<file path="src/rtl/led_blink_sched.sv">
// led_blink_sched: status-LED scheduler for the board debug LED.
// Arbitrates four requesters and plays the winner's blink code as N pulses
// followed by a long gap, repeating. When nothing is pending the LED shows a
// heartbeat. Arbitration happens only in IDLE and at the end of GAP, so a
// code that has started always plays to completion.
module led_blink_sched #(
  parameter int unsigned TICK_DIV = 25000,
  parameter int unsigned T_ON     = 200,
  parameter int unsigned T_OFF    = 200,
  parameter int unsigned T_GAP    = 1000,
  parameter int unsigned T_HB     = 1000
) (
  input  logic       I_clk,
  input  logic       I_reset_n,
  input  logic [3:0] I_req,
  input  logic [3:0] I_code0,
  input  logic [3:0] I_code1,
  input  logic [3:0] I_code2,
  input  logic [3:0] I_code3,
  input  logic       I_force_off,
  output logic       O_led,
  output logic       O_busy,
  output logic [1:0] O_active_id
);

  localparam int unsigned CNT_W  = 16;
  localparam int unsigned CODE_W = 4;
  localparam int unsigned ID_W   = 2;

  typedef enum logic [2:0] {
    S_IDLE  = 3'd0,
    S_LATCH = 3'd1,
    S_ON    = 3'd2,
    S_OFF   = 3'd3,
    S_GAP   = 3'd4
  } state_t;

  state_t              state_q, state_d;
  logic [CNT_W-1:0]    presc_q, presc_d;
  logic [CNT_W-1:0]    tick_cnt_q, tick_cnt_d;
  logic [CODE_W-1:0]   pulse_q, pulse_d;
  logic                led_q, led_d;
  logic [ID_W-1:0]     id_d;

  logic [3:0]          valid_c;
  logic                any_valid_c;
  logic [ID_W-1:0]     win_id_c;
  logic [CODE_W-1:0]   win_code_c;
  logic                tick_c;
  logic                on_done_c;
  logic                off_done_c;
  logic                gap_done_c;
  logic                hb_done_c;

  // A requester only counts when it is flagged and carries a nonzero code
  assign valid_c[0]  = I_req[0] & (I_code0 != 4'd0);
  assign valid_c[1]  = I_req[1] & (I_code1 != 4'd0);
  assign valid_c[2]  = I_req[2] & (I_code2 != 4'd0);
  assign valid_c[3]  = I_req[3] & (I_code3 != 4'd0);
  assign any_valid_c = |valid_c;

  // Fixed priority: lowest valid index wins
  always_comb begin
    win_id_c   = 2'd0;
    win_code_c = I_code0;
    if (valid_c[0]) begin
      win_id_c   = 2'd0;
      win_code_c = I_code0;
    end else if (valid_c[1]) begin
      win_id_c   = 2'd1;
      win_code_c = I_code1;
    end else if (valid_c[2]) begin
      win_id_c   = 2'd2;
      win_code_c = I_code2;
    end else if (valid_c[3]) begin
      win_id_c   = 2'd3;
      win_code_c = I_code3;
    end
  end

  // Timebase tick and per-state duration terminals (the T-th tick ends a state)
  assign tick_c     = (presc_q == CNT_W'(TICK_DIV - 1));
  assign on_done_c  = tick_c && (tick_cnt_q == CNT_W'(T_ON - 1));
  assign off_done_c = tick_c && (tick_cnt_q == CNT_W'(T_OFF - 1));
  assign gap_done_c = tick_c && (tick_cnt_q == CNT_W'(T_GAP - 1));
  assign hb_done_c  = tick_c && (tick_cnt_q == CNT_W'(T_HB - 1));

  // Next-state, counter and LED computation
  always_comb begin
    state_d    = state_q;
    presc_d    = tick_c ? '0 : presc_q + CNT_W'(1);
    tick_cnt_d = tick_c ? tick_cnt_q + CNT_W'(1) : tick_cnt_q;
    pulse_d    = pulse_q;
    led_d      = led_q;
    id_d       = O_active_id;

    unique case (state_q)
      S_IDLE: begin
        if (any_valid_c) begin
          state_d = S_LATCH;
          id_d    = win_id_c;
          pulse_d = win_code_c;
        end else if (hb_done_c) begin
          led_d      = ~led_q;
          tick_cnt_d = '0;
        end
      end
      S_LATCH: begin
        state_d = S_ON;
      end
      S_ON: begin
        if (on_done_c) begin
          pulse_d = pulse_q - CODE_W'(1);
          state_d = S_OFF;
        end
      end
      S_OFF: begin
        if (off_done_c) begin
          state_d = (pulse_q != '0) ? S_ON : S_GAP;
        end
      end
      S_GAP: begin
        if (gap_done_c) begin
          if (any_valid_c) begin
            state_d = S_LATCH;
            id_d    = win_id_c;
            pulse_d = win_code_c;
          end else begin
            state_d = S_IDLE;
          end
        end
      end
      default: begin
        state_d = S_IDLE;
      end
    endcase

    // Every transition restarts the timebase; the LED is lit only in ON
    if (state_d != state_q) begin
      presc_d    = '0;
      tick_cnt_d = '0;
      led_d      = (state_d == S_ON);
    end
  end

  // State, counters and registered outputs
  always_ff @(posedge I_clk or negedge I_reset_n) begin
    if (!I_reset_n) begin
      state_q     <= S_IDLE;
      presc_q     <= '0;
      tick_cnt_q  <= '0;
      pulse_q     <= '0;
      led_q       <= 1'b0;
      O_led       <= 1'b0;
      O_busy      <= 1'b0;
      O_active_id <= '0;
    end else begin
      state_q     <= state_d;
      presc_q     <= presc_d;
      tick_cnt_q  <= tick_cnt_d;
      pulse_q     <= pulse_d;
      led_q       <= led_d;
      O_led       <= led_d & ~I_force_off;
      O_busy      <= (state_d != S_IDLE);
      O_active_id <= id_d;
    end
  end

endmodule

</file>
<file path="config.mk">
export PLATFORM = sky130hd
export DESIGN_NAME = led_blink_sched
export DESIGN_NICKNAME = d
export VERILOG_FILES = /design/src/rtl/led_blink_sched.sv
export SDC_FILE = /design/constraint.sdc
export NUM_CORES = 1
export LEC_CHECK = 0
export BUFFER_PORTS_ARGS = -buffer_cell sky130_fd_sc_hd__buf_2
export CAP_MARGIN = 10
export CORE_MARGIN = 4
export CORE_UTILIZATION = 50
export CTS_CLUSTER_SIZE = 20
export DETAILED_ROUTE_END_ITERATION = 16
export GPL_TIMING_DRIVEN = 0
export PLACE_DENSITY = 0.73
export SLEW_MARGIN = 40
export SYNTH_ARGS = -nofsm -noshare
export SYNTH_HDL_FRONTEND = slang
export SYNTH_SLANG_ARGS = --single-unit
export TNS_END_PERCENT = 30
</file>
<file path="constraint.sdc">
create_clock -name I_clk -period 5.8 [get_ports I_clk]
set_clock_uncertainty 0.1 [all_clocks]
set_input_delay 0.58 -clock I_clk [delete_from_list [all_inputs] [get_ports I_clk]]
set_output_delay 0.58 -clock I_clk [all_outputs]
set_load 0.1 [all_outputs]
</file>
### Word level (Yosys, flattened, before mapping)

Cells that the tools add are included.

* flip-flop bits (word level): 44
* bits in latches: 0
* ROM bits: 0
* output and inout port bits: 4
* memories: 0
* input bits: 23
* word-level logic and storage cells: 76
* bits in writable memories: 0

* order comparisons: 0
* muxes and demuxes: 33
* reductions and logical operators: 14
* multiply operators: 0
* equal/unequal tests: 11
* bitwise operators: 7
* $add $sub $neg: 3
* divide/modulo/power cells: 0
* shift-type cells: 0

Operators with widths (number)
* 16-bit 2-to-1 mux: 7
* 16-bit by 1-bit adder with 16-bit output, second input constant: 2
* 4-bit 2-to-1 mux: 7
* 4-bit nonzero test: 5
* 16-bit by 10-bit equality test with 1-bit output, second input constant: 1
* 16-bit by 15-bit equality test with 1-bit output, second input constant: 1
* 16-bit by 8-bit equality test with 1-bit output, second input constant: 1
* 3-bit 2-to-1 mux: 5
* 3-bit case mux with 5 select lines: 1
* 2-bit 2-to-1 mux: 6
* 4-bit case mux with 3 select lines: 1
* 3-bit by 2-bit equality test with 1-bit output, second input constant: 3
* 3-bit nonzero test: 2
* 1-bit bitwise AND: 5
* 1-bit 2-to-1 mux: 5
* 2-bit inequality test, second input constant: 2
* 2-bit case mux with 2 select lines: 1
* 4-bit OR reduction: 1
* 4-bit by 1-bit subtractor with 4-bit output, second input constant: 1
* 3-bit by 1-bit equality test with 1-bit output, second input constant: 1
* 3-bit equality test, second input constant: 1
* 3-bit zero test: 1
* 3-bit inequality test: 1
* 3-bit AND reduction: 1
* 4 further kinds: 6

### Depth between registers and ports, before layout

Gate-level depths: netlist (run 1).

* depth after elaboration: 9
* depth in mapped cells: 8
* depth with buffers taken out: 7

### Worst setup path after synthesis (run 1)

OpenSTA, ideal clock, no wires.

* kind: input to register
* start: input I_code3[0]
* end: register O_led
* slack: 3505 ps
* stages on the path: 7
* required time: 5599 ps
* arrival: 2094 ps
* setup time: 101 ps
* path buffers: 1
* path through: o41ai_2 nand4_1 nor2b_1 o2bb2ai_4 buf_4 a32oi_1 o32ai_1

* word-level cells in the longest chain between the ends: 9
* elaborated cells on any way between the ends: 13
* classes of those cells: 2 x eq/ne; 7 x mux; 2 x bitwise; 2 x reduce/logical

RTL lines
* from (decl): RTL line 19 `input logic [3:0] I_code3,`
* 4-bit nonzero test (*): RTL line 59 `assign valid_c[3] = I_req[3] & (I_code3 != 4'd0);`
* 1-bit bitwise AND (*): RTL line 59
* 4-bit OR reduction (*): RTL line 60 `assign any_valid_c = |valid_c;`
* 1-bit 2-to-1 mux: RTL line 124 `if (any_valid_c) begin`
* 3-bit 2-to-1 mux: RTL line 123 `if (gap_done_c) begin`
* 3-bit case mux with 5 select lines (*): RTL line 97 `unique case (state_q)`
* net state_d[0]: RTL line 38 `state_t state_q, state_d;`
* 3-bit by 2-bit equality test with 1-bit output or 3-bit inequality test (tied branches): RTL line 142, 139
* 1-bit 2-to-1 mux (*): RTL line 139 `if (state_d != state_q) begin`
* 1-bit bitwise AND (*): RTL line 163 `O_led <= led_d & ~I_force_off;`
* to (signal assigned): RTL line 163
* to (decl): RTL line 21 `output logic O_led,`

The timed path passes the listed nets; every way through them passes the cells marked *.
A chain may end at the register's enable or synchronous reset.

### Worst setup path in the final report (run 1)

* start: register tick_cnt_q[0]
* end: register led_q

* word-level cells in the longest chain between the ends: 6
* elaborated cells on any way between the ends: 14
* classes of those cells: 4 x eq/ne; 8 x mux; 2 x reduce/logical

RTL lines
* from (decl): RTL line 40 `logic [CNT_W-1:0] tick_cnt_q, tick_cnt_d;`
* from (signal assigned): RTL line 160 `tick_cnt_q <= tick_cnt_d;`
* 16-bit by 10-bit equality test with 1-bit output or 16-bit by 8-bit equality test with 1-bit output (tied branches)
* 1-bit logical AND (on tied branches)
* 3-bit 2-to-1 mux (tied with other cells): RTL line 123
* 3-bit case mux with 5 select lines or 1-bit 2-to-1 mux (tied branches): RTL line 97, 99
* 3-bit by 2-bit equality test with 1-bit output (tied with other cells): RTL line 142 `led_d = (state_d == S_ON);`
* 1-bit 2-to-1 mux (*): RTL line 139
* net led_d: RTL line 42 `logic led_q, led_d;`
* to (signal assigned): RTL line 162 `led_q <= led_d;`
* to (decl): RTL line 42

Marked as above.

==> out/qor.txt, run 1 <==
Async set-reset flop share out of synthesis - 1.00
CP required - 5860 ps
XOR/XNOR Fraction of Synth Area - 0.0993
Largest family of logic cells by synthesized area - simple AND/OR/NAND/NOR gates
Max clock buf depth - 2
PwrDens - 208 nW/um2
GR Overflow Total - 0
Per-cell routed wire length - 14.1 um
Top post-synthesis cells by area - dfrtp_1, xnor2_1, nor3_1, xor2_1, nor2_1
Yosys top cell area share - 0.416
Detail Route Antenna Nets - 0
CTS sink cnt - 44
Iter 0 DRT Violations - 127
WL final - 5360 um
Synth unique cells - 59
Most common cell in the netlist - dfrtp_1
Pin count of the biggest net entering global routing - 45
Clock share of power - 0.409
Yosys reg bits - 44
DR vias/cell - 5.71
Total global-route track usage - 0.189
Port Buffers - 26
Cells along the critical path - ha_1 -> nor4bb_1 -> nand3_1 -> nor3_1 -> o21ai_0 -> nand3_2 -> clkbuf_1 -> o32ai_1
Complex-gate fraction of the synthesized area - 0.128
Synth top cells by count - dfrtp_1, nor2_1, nand2_1, nor3_1, xnor2_1
CTS tree - yes
PostCTS Resize Cnt - 0
Adder-Cell Fraction of Synth Area - 0.0142
Gate Count Post-Synth - 276
Die area - 6520 um2
DRT Pass-1 Iters - 4
Sw power - 0.000143 W
Endpoint class of the critical path - register
Multiplexer area fraction after synthesis - 0.0118
Post-Route Setup TNS - 0 ps
CP top delay family - simple AND/OR/NAND/NOR gates
Layout cells sized above 1 - 0.171
Post-route clock period utilization - 0.480
Clock buffer count from CTS - 5
Pins Over Slew Limit - 0
Syn nets - 302
Root buf cell - clkbuf_8
Internal power - 0.000481 W
# fillers - 477
Crit path buf inv count - 1
Max cap viols - 0
Part of the Yosys area used for sequential elements - 0.416
Clk Latency, worst-skew pair - 300 ps
Crit-path slowest cell - dfrtp_1
Post-CTS Setup Inserts - 0
Status - finished clean
Main synth FF type - dfrtp_1
Die Y-Extent - 80.7 um
N_diodes - 0
Final setup fails - 0
Yosys warns - 0
Worst-case vdd ir drop - 120 uV
DPL Wire Length - 3940 um
EDFF count, synth - 0
Leading area contributor after synthesis - dfrtp_1
IO Pins - 27
Clock transition at path regs - 80 ps
Avg Cell Area, Syn - 9.58 um2
Vias in the first global route - 2102
Pleak - 1.28 nW
Syn Std Cell Area - 2650 um2
Initial antenna violation count - 0
Sequential share of power - 0.502
Die Wd - 80.7 um
Hold Path Class - in -> async
Hold Vio Cnt, Final - 0
Area growth from synthesis to layout - 13.3%
Row Count - 26
Core area - 5110 um2
Worst-path fanout max - 10
Critical path class - reg -> reg
Slowest cell delay on critical path - 440 ps
Global-route wire length before repair - 9760 um
Htree depth - 2
Highest clock rate - 359 MHz
Worst Max-Slew Pin Slew - 556 ps
RePlAce Congestion - 0.869
Post-CTS Hold Buffers - 0
Hold WS - 155 ps
Comb power frac - 0.089
Final net count - 335
Routed via count - 2170
Setup crit start kind - register
Fin crit period - 2780 ps
Worst rel slew slack - 0.628
Sw Share - 0.229
DRC viols - 0
CP arrival - 2840 ps
Starting Density - 0.518
Area share of and/or/nand/nor cells after synthesis - 0.303
RSZ-0062 raised after global routing - no
[routing by layer]
layer | vias up | global-route usage | share of wire
li1 | 1075 | - | -
met1 | 1045 | 0.252 | 0.45
met2 | 44 | 0.312 | 0.49
met3 | 6 | 0.0432 | 0.049
met4 | 0 | 0.0473 | 0.0099
met5 | - | 0 | 0
[sequential cells by signal (all words and copies together), names as in the netlist]
signal and cells:
O_active_id 2, presc_q 16, led_q 1, pulse_q 4
O_led 1, O_busy 1, state_q 3, tick_cnt_q 16
[kinds of logic (layout without fill, tap and decap cells)]
| group | after synthesis | after routing |
|---|---|---|
| xor+xnor | 30 | 30 |
| fa+ha+maj | 3 | 3 |
| flops | 44 | 44 |
| simple gates | 140 | 140 |
| compound gates | 38 | 38 |
| mux | 3 | 3 |
| buf+inv | 18 | 52 |
[metrics by stage]
stage / setup slack [ps] / power (W) / instances / utilization / cell area (um2)
after floorplan: 3510 / 0.000350 / 276 / - / 2650
after global placement: 3000 / 0.000375 / 372 / 0.561 / 2860
after detailed placement: 2950 / 0.000376 / 372 / 0.561 / 2870
after CTS: 3060 / 0.000631 / 380 / 0.586 / 2990
after global routing: 2720 / 0.000654 / 380 / 0.587 / 3000
final: 3020 / 0.000624 / 380 / 0.587 / 3000
[layout by cell type (no fill, tap or decap), drive strengths merged, types with 11 or more instances in the layout]
cell type	count
buf	28
clkbuf	12
dfrtp	44
inv	11
nand2	24
nand3	18
nor2	26
nor3	25
xnor2	18
xor2	12
[cell type report]
cell class / instances / area [um2] / share of cell area
flip-flops and latches: 44 / 1100 / 0.367
clock inverters: 1 / 30.0 / 0.0100
repair buffers: 26 / 133 / 0.0442
multi-input cells: 214 / 1480 / 0.493
well taps: 70 / 87.6 / 0.0292
inverters: 11 / 41.3 / 0.0138
clock buffers: 7 / 96.3 / 0.0321
plain buffers: 7 / 31.3 / 0.0104
[worst paths after layout]
path / startpoint / to / slack (ps) / cells past startpoint
max: tick_cnt_q[0]$_DFF_PN0_ / led_q$_DFF_PN0_ / 3020 / 8
min: I_reset_n / presc_q[10]$_DFF_PN0_ / 160 / 1
min reg2reg: presc_q[0]$_DFF_PN0_ / presc_q[0]$_DFF_PN0_ / 410 / 1
min in group I_clk: presc_q[0]$_DFF_PN0_ / presc_q[0]$_DFF_PN0_ / 410 / 1
max reg2reg: tick_cnt_q[0]$_DFF_PN0_ / led_q$_DFF_PN0_ / 3020 / 8
max in group asynchronous: I_reset_n / tick_cnt_q[12]$_DFF_PN0_ / 5050 / 1
[power groups by stage]
stage               registers (W)  clock network, W  logic [W]
floorplan                0.000330                 0  0.0000205
global placement         0.000319                 0  0.0000552
detailed placement       0.000319                 0  0.0000566
CTS                      0.000313          0.000261  0.0000567
global route             0.000314          0.000278  0.0000616
finish                   0.000313          0.000255  0.0000558
[worst register-to-register path, cell delays in order (launching register included)]
cell	delay, ps
dfrtp_1	440
ha_1	240
nor4bb_1	440
nand3_1	220
nor3_1	320
o21ai_0	170
nand3_2	160
clkbuf_1	420
o32ai_1	140
Note: power is estimated with default switching activity, not from simulation.
==> run 2, diff against run 1 <==
--- a/config.mk
+++ b/config.mk
@@ -12,7 +12,7 @@
 export CTS_CLUSTER_SIZE = 20
 export DETAILED_ROUTE_END_ITERATION = 16
 export GPL_TIMING_DRIVEN = 0
-export PLACE_DENSITY = 0.73
+export PLACE_DENSITY = 0.76
 export SLEW_MARGIN = 40
 export SYNTH_ARGS = -nofsm -noshare
 export SYNTH_HDL_FRONTEND = slang
==> constraint.sdc (replaced) <==
create_clock -name I_clk -period 2.35 [get_ports I_clk]
set_clock_uncertainty 0.1 [all_clocks]
set_input_delay 0.235 -clock I_clk [delete_from_list [all_inputs] [get_ports I_clk]]
set_output_delay 0.235 -clock I_clk [all_outputs]
set_load 0.1 [all_outputs]
==> run 2 against run 1 <==
Compared with the run above:
- utilization grew 4.9 points
- global-route usage grew 0.12 points
- count of clock-buffer cells in the layout shrank 1
- via count grew 2.8%
- worst setup slack lost 3000 ps
- power grew 120%
- maximum frequency grew 21%
- largest power group unchanged
==> out/qor.txt, run 2 (synthesis gave the netlist of run 1 again) <==
Hold WS - 177 ps
WL final - 5990 um
Internal reg-to-reg setup slack - 50 ps
Hold Vio Cnt, Final - 0
Pins Over Slew Limit - 0
DRT Pass-1 Iters - 4
N_diodes - 0
Commonest non-fill, non-tap cell in the layout - dfrtp_1
Row Count - 26
GR Overflow Total - 0
CP arrival - 2390 ps
Crit path buf inv count - 1
Iter 0 DRT Violations - 217
Clock buffer count from CTS - 5
Area growth from synthesis to layout - 22.8%
Crit-path slowest cell - or4_4
Post-Route Setup TNS - 0 ps
Sw Share - 0.260
IO Pins - 27
DR vias/cell - 5.68
Detail Route Antenna Nets - 0
CTS sink cnt - 44
Die area - 6520 um2
Sw power - 0.000358 W
Commonest non-fill, non-tap cells in the layout - dfrtp_1, buf_2, nor2_1, nand2_1, nor3_1
Critical path class - reg -> reg
Cells along the critical path - or4_4 -> nor4_4 -> buf_6 -> and4bb_1 -> xnor2_1 -> or2_0 -> o32ai_2
Overall Power - 0.00138 W
Worst-case vdd ir drop - 263 uV
Die Y-Extent - 80.7 um
Worst rel slew slack - 0.489
DRC viols - 0
Max cap viols - 0
Biggest regs - presc_q x16, tick_cnt_q x16, pulse_q x4
Post-route clock period utilization - 0.979
Clock transition at path regs - 80 ps
Starting Density - 0.518
Final net count - 349
Htree depth - 2
CP top delay family - simple AND/OR/NAND/NOR gates
Internal power - 0.00102 W
Per-cell routed wire length - 15.2 um
Initial antenna violation count - 0
Core area - 5110 um2
Worst Max-Slew Pin Slew - 759 ps
Worst-path fanout max - 6
CP required - 2440 ps
Comb power frac - 0.105
Clk Latency, worst-skew pair - 300 ps
Highest clock rate - 435 MHz
Slowest cell delay on critical path - 540 ps
Status - finished clean
Pleak - 1.38 nW
Pin count of the biggest net entering global routing - 45
Endpoint class of the critical path - register
Hold Path Class - in -> reg
Port Buffers - 26
Total global-route track usage - 0.190
RePlAce Congestion - 0.897
Fin crit period - 2300 ps
Clock share of power - 0.332
Max clock buf depth - 2
PwrDens - 424 nW/um2
Global-route wire length before repair - 9580 um
Setup crit start kind - register
Layout cells sized above 1 - 0.260
Die Wd - 80.7 um
CTS tree - yes
Final core utilization - 0.636
Routed via count - 2231
Final setup fails - 0
DPL Wire Length - 4070 um
Vias in the first global route - 2041
Root buf cell - clkbuf_8
Sequential share of power - 0.563
[run 2: final timing paths]
kind | start | end | cells after the start
hold reg to reg | O_active_id[1]$_DFFE_PN0P_ | O_active_id[1]$_DFFE_PN0P_ | 1
hold / removal | I_force_off | O_led$_DFF_PN0_ | 3
setup / recovery | presc_q[11]$_DFF_PN0_ | O_led$_DFF_PN0_ | 7
setup reg to reg | presc_q[11]$_DFF_PN0_ | O_led$_DFF_PN0_ | 7
min in group asynchronous | I_reset_n | tick_cnt_q[11]$_DFF_PN0_ | 2
max in group asynchronous | I_reset_n | tick_cnt_q[1]$_DFF_PN0_ | 2
[run 2: cell type report]
type / count / area (um2)
plain buffers: 7 / 53.8
clock buffers: 6 / 72.6
clock inverters: 1 / 5.00
fillers: 435 / 1860
inverters: 11 / 41.3
multi-input cells: 214 / 1640
flip-flops and latches: 44 / 1100
well taps: 70 / 87.6
repair buffers: 40 / 244
[run 2: layer usage]
layer | track usage | share of wire | up-vias
met5 | 0 | 0 | -
met4 | 0.0726 | 0.016 | 0
met3 | 0.0344 | 0.035 | 11
met2 | 0.309 | 0.49 | 47
met1 | 0.254 | 0.46 | 1070
li1 | - | - | 1103
[run 2: through the flow]
step	setup slack, ps	cells	cell area (um2)
3_3_place_gp	-560	372	2860
2_1_floorplan	143	276	2650
5_1_grt	-28.5	393	3250
6_report	50.0	393	3250
3_5_place_dp	-562	372	2870
4_1_cts	23.8	382	3050
[run 2: worst register-to-register path, delay by kind of cell (launching register included)]
| kind | cells | cell delay (ps) |
|---|---|---|
| and+or+nand+nor | 4 | 1230 |
| AOI/OAI and AO/OA | 1 | 180 |
| buffers and inverters | 1 | 160 |
| xor gates and xnor gates | 1 | 100 |
| DFF | 1 | 420 |
[run 2: power groups by stage]
stage / clock network [W] / logic, W / registers (W)
2_1_floorplan: 0 / 0.0000507 / 0.000814
3_3_place_gp: 0 / 0.000136 / 0.000788
3_5_place_dp: 0 / 0.000140 / 0.000788
4_1_cts: 0.000467 / 0.000142 / 0.000774
5_1_grt: 0.000497 / 0.000160 / 0.000776
6_report: 0.000457 / 0.000144 / 0.000774
[run 2: what timing repair did]
| action | CTS | global route |
|---|---|---|
| gates resized for setup | 18 | 23 |
| setup buffers | 2 | 11 |
| hold buffers | 1 | 0 |
| pin swaps | 4 | 7 |
| endpoints found under the hold margin | 44 | 0 |
| setup endpoints to repair | 42 | 39 |
==> run 3, diff against run 2 <==
--- a/config.mk
+++ b/config.mk
@@ -9,6 +9,7 @@
 export CAP_MARGIN = 10
 export CORE_MARGIN = 4
 export CORE_UTILIZATION = 50
+export CTS_BUF_LIST = sky130_fd_sc_hd__clkbuf_4 sky130_fd_sc_hd__clkbuf_8
 export CTS_CLUSTER_SIZE = 20
 export DETAILED_ROUTE_END_ITERATION = 16
 export GPL_TIMING_DRIVEN = 0
==> run 3 against run 2 <==
Compared with the run above:
- highest routed layer unchanged
- sequential share of layout area is essentially flat
- power grew 0.58%
- routed wire length shrank 1.4%
- combinational power is essentially flat
- die area is the same
- maximum frequency grew 0.42%
==> out/qor.txt, run 3 (synthesis gave the netlist of run 1 again) <==
Sw power - 0.000354 W
Total global-route track usage - 0.190
Layout cells sized above 1 - 0.263
Overall Power - 0.00138 W
Internal power - 0.00103 W
Final core utilization - 0.636
GR Overflow Total - 0
CTS tree - yes
RePlAce Congestion - 0.897
Post-route clock period utilization - 0.975
Final net count - 349
Post-route cell area - 3250 um2
Commonest non-fill, non-tap cells in the layout - dfrtp_1, buf_2, nor2_1, nand2_1, nor3_1
WL final - 5900 um
Worst Max-Slew Pin Slew - 761 ps
N_diodes - 0
Hold Path Class - in -> reg
Detail Route Antenna Nets - 0
Clock buffer count from CTS - 5
Clk Latency, worst-skew pair - 300 ps
Pin count of the biggest net entering global routing - 45
Die area - 6520 um2
Internal reg-to-reg setup slack - 60 ps
Highest clock rate - 437 MHz
Final setup fails - 0
Sw Share - 0.256
Clock share of power - 0.336
Commonest non-fill, non-tap cell in the layout - dfrtp_1
Fin crit period - 2290 ps
Core area - 5110 um2
Per-cell routed wire length - 15.0 um
Iter 0 DRT Violations - 185
Global-route wire length before repair - 9580 um
Placed Cells - 372
DR vias/cell - 5.68
Setup crit start kind - register
Htree depth - 2
Worst rel slew slack - 0.488
Worst R2R Start - presc_q[12]$_DFF_PN0_
Die Y-Extent - 80.7 um
Biggest regs - presc_q x16, tick_cnt_q x16, pulse_q x4
DPL Wire Length - 4070 um
Comb power frac - 0.105
DRC viols - 0
WHS Path Cells - 3
CP required - 2440 ps
CP arrival - 2380 ps
Routed via count - 2231
Endpoint class of the critical path - register
Pleak - 1.38 nW
DRT Pass-1 Iters - 4
Hold WS - 176 ps
Die Wd - 80.7 um
PwrDens - 426 nW/um2
Post-Layout Cell Count - 393
Hold Vio Cnt, Final - 0
IO Pins - 27
CTS sink cnt - 44
Root buf cell - clkbuf_8
Worst-path fanout max - 6
Area growth from synthesis to layout - 22.9%
Critical path class - reg -> reg
Max clock buf depth - 2
Initial antenna violation count - 0
End of the worst hold path - O_led$_DFF_PN0_
Worst-case vdd ir drop - 261 uV
Sequential share of power - 0.560
Clock transition at path regs - 80 ps
Worst reg2reg path depth - 7
HP Start - I_force_off
Max cap viols - 0
Port Buffers - 26
Pins Over Slew Limit - 0
Vias in the first global route - 2040
Starting Density - 0.518
# fillers - 426
Row Count - 26
Placed standard-cell area - 2870 um2
R2R Path End - O_led$_DFF_PN0_
Status - finished clean
-- run 3: through the flow --
step	setup TNS, ps	setup slack, ps
5_1_grt	-199	-28.3
3_5_place_dp	-14090	-562
4_1_cts	0	23.8
3_3_place_gp	-13890	-560
2_1_floorplan	0	143
6_report	0	59.6
-- run 3: power by group through the flow --
stage	clock [W]	combinational, W	sequential [W]
final	0.000464	0.000145	0.000774
after global routing	0.000509	0.000160	0.000776
after CTS	0.000478	0.000142	0.000774
after detailed placement	0	0.000140	0.000788
after global placement	0	0.000136	0.000788
after floorplan	0	0.0000507	0.000814
-- run 3: how the worst max path moves through the flow --
stage                                       start                    end  slack (ps)  cells after the start
after floorplan           tick_cnt_q[0]$_DFF_PN0_        O_led$_DFF_PN0_         140                      8
after detailed placement  tick_cnt_q[0]$_DFF_PN0_        O_led$_DFF_PN0_        -560                      8
after global routing      tick_cnt_q[2]$_DFF_PN0_  presc_q[12]$_DFF_PN0_         -30                      7
after CTS                    presc_q[4]$_DFF_PN0_        O_led$_DFF_PN0_          20                      6
after global placement    tick_cnt_q[0]$_DFF_PN0_        O_led$_DFF_PN0_        -560                      8
final                       presc_q[12]$_DFF_PN0_        O_led$_DFF_PN0_          60                      7
-- run 3: what timing repair did --
item,CTS,global route
pin swaps,4,7
gates cloned,0,0
endpoints found under the hold margin,44,0
hold buffers,1,0
setup endpoints to repair,42,39
resized for setup,18,23
buffers inserted,2,11
-- run 3: worst max-delay path, cell delays in order (launching register included) --
cell and delay (ps):
dfrtp_2 450, or4_4 500, nor4_4 230, buf_6 160, and4bb_1 220, xnor2_1 90, or2_0 240, o32ai_2 170
-- run 3: area by class of cell --
cell class,count,area [um2],share of cell area
plain buffers,7,53.8,0.0166
clock buffers,6,76.3,0.0235
clock inverters,1,5.00,0.00154
inverters,11,41.3,0.0127
multi-input cells,214,1640,0.504
flip-flops and latches,44,1100,0.339
well taps,70,87.6,0.0269
repair buffers,40,244,0.0751
-- run 3: layer usage --
| layer | up-vias | wire length [um] | track usage | share of wire |
|---|---|---|---|---|
| met5 | - | 0 | 0 | 0 |
| met4 | 0 | 87 | 0.0726 | 0.015 |
| met3 | 9 | 220 | 0.0344 | 0.037 |
| met2 | 39 | 2920 | 0.309 | 0.49 |
| met1 | 1079 | 2670 | 0.254 | 0.45 |
| li1 | 1104 | - | - | - |
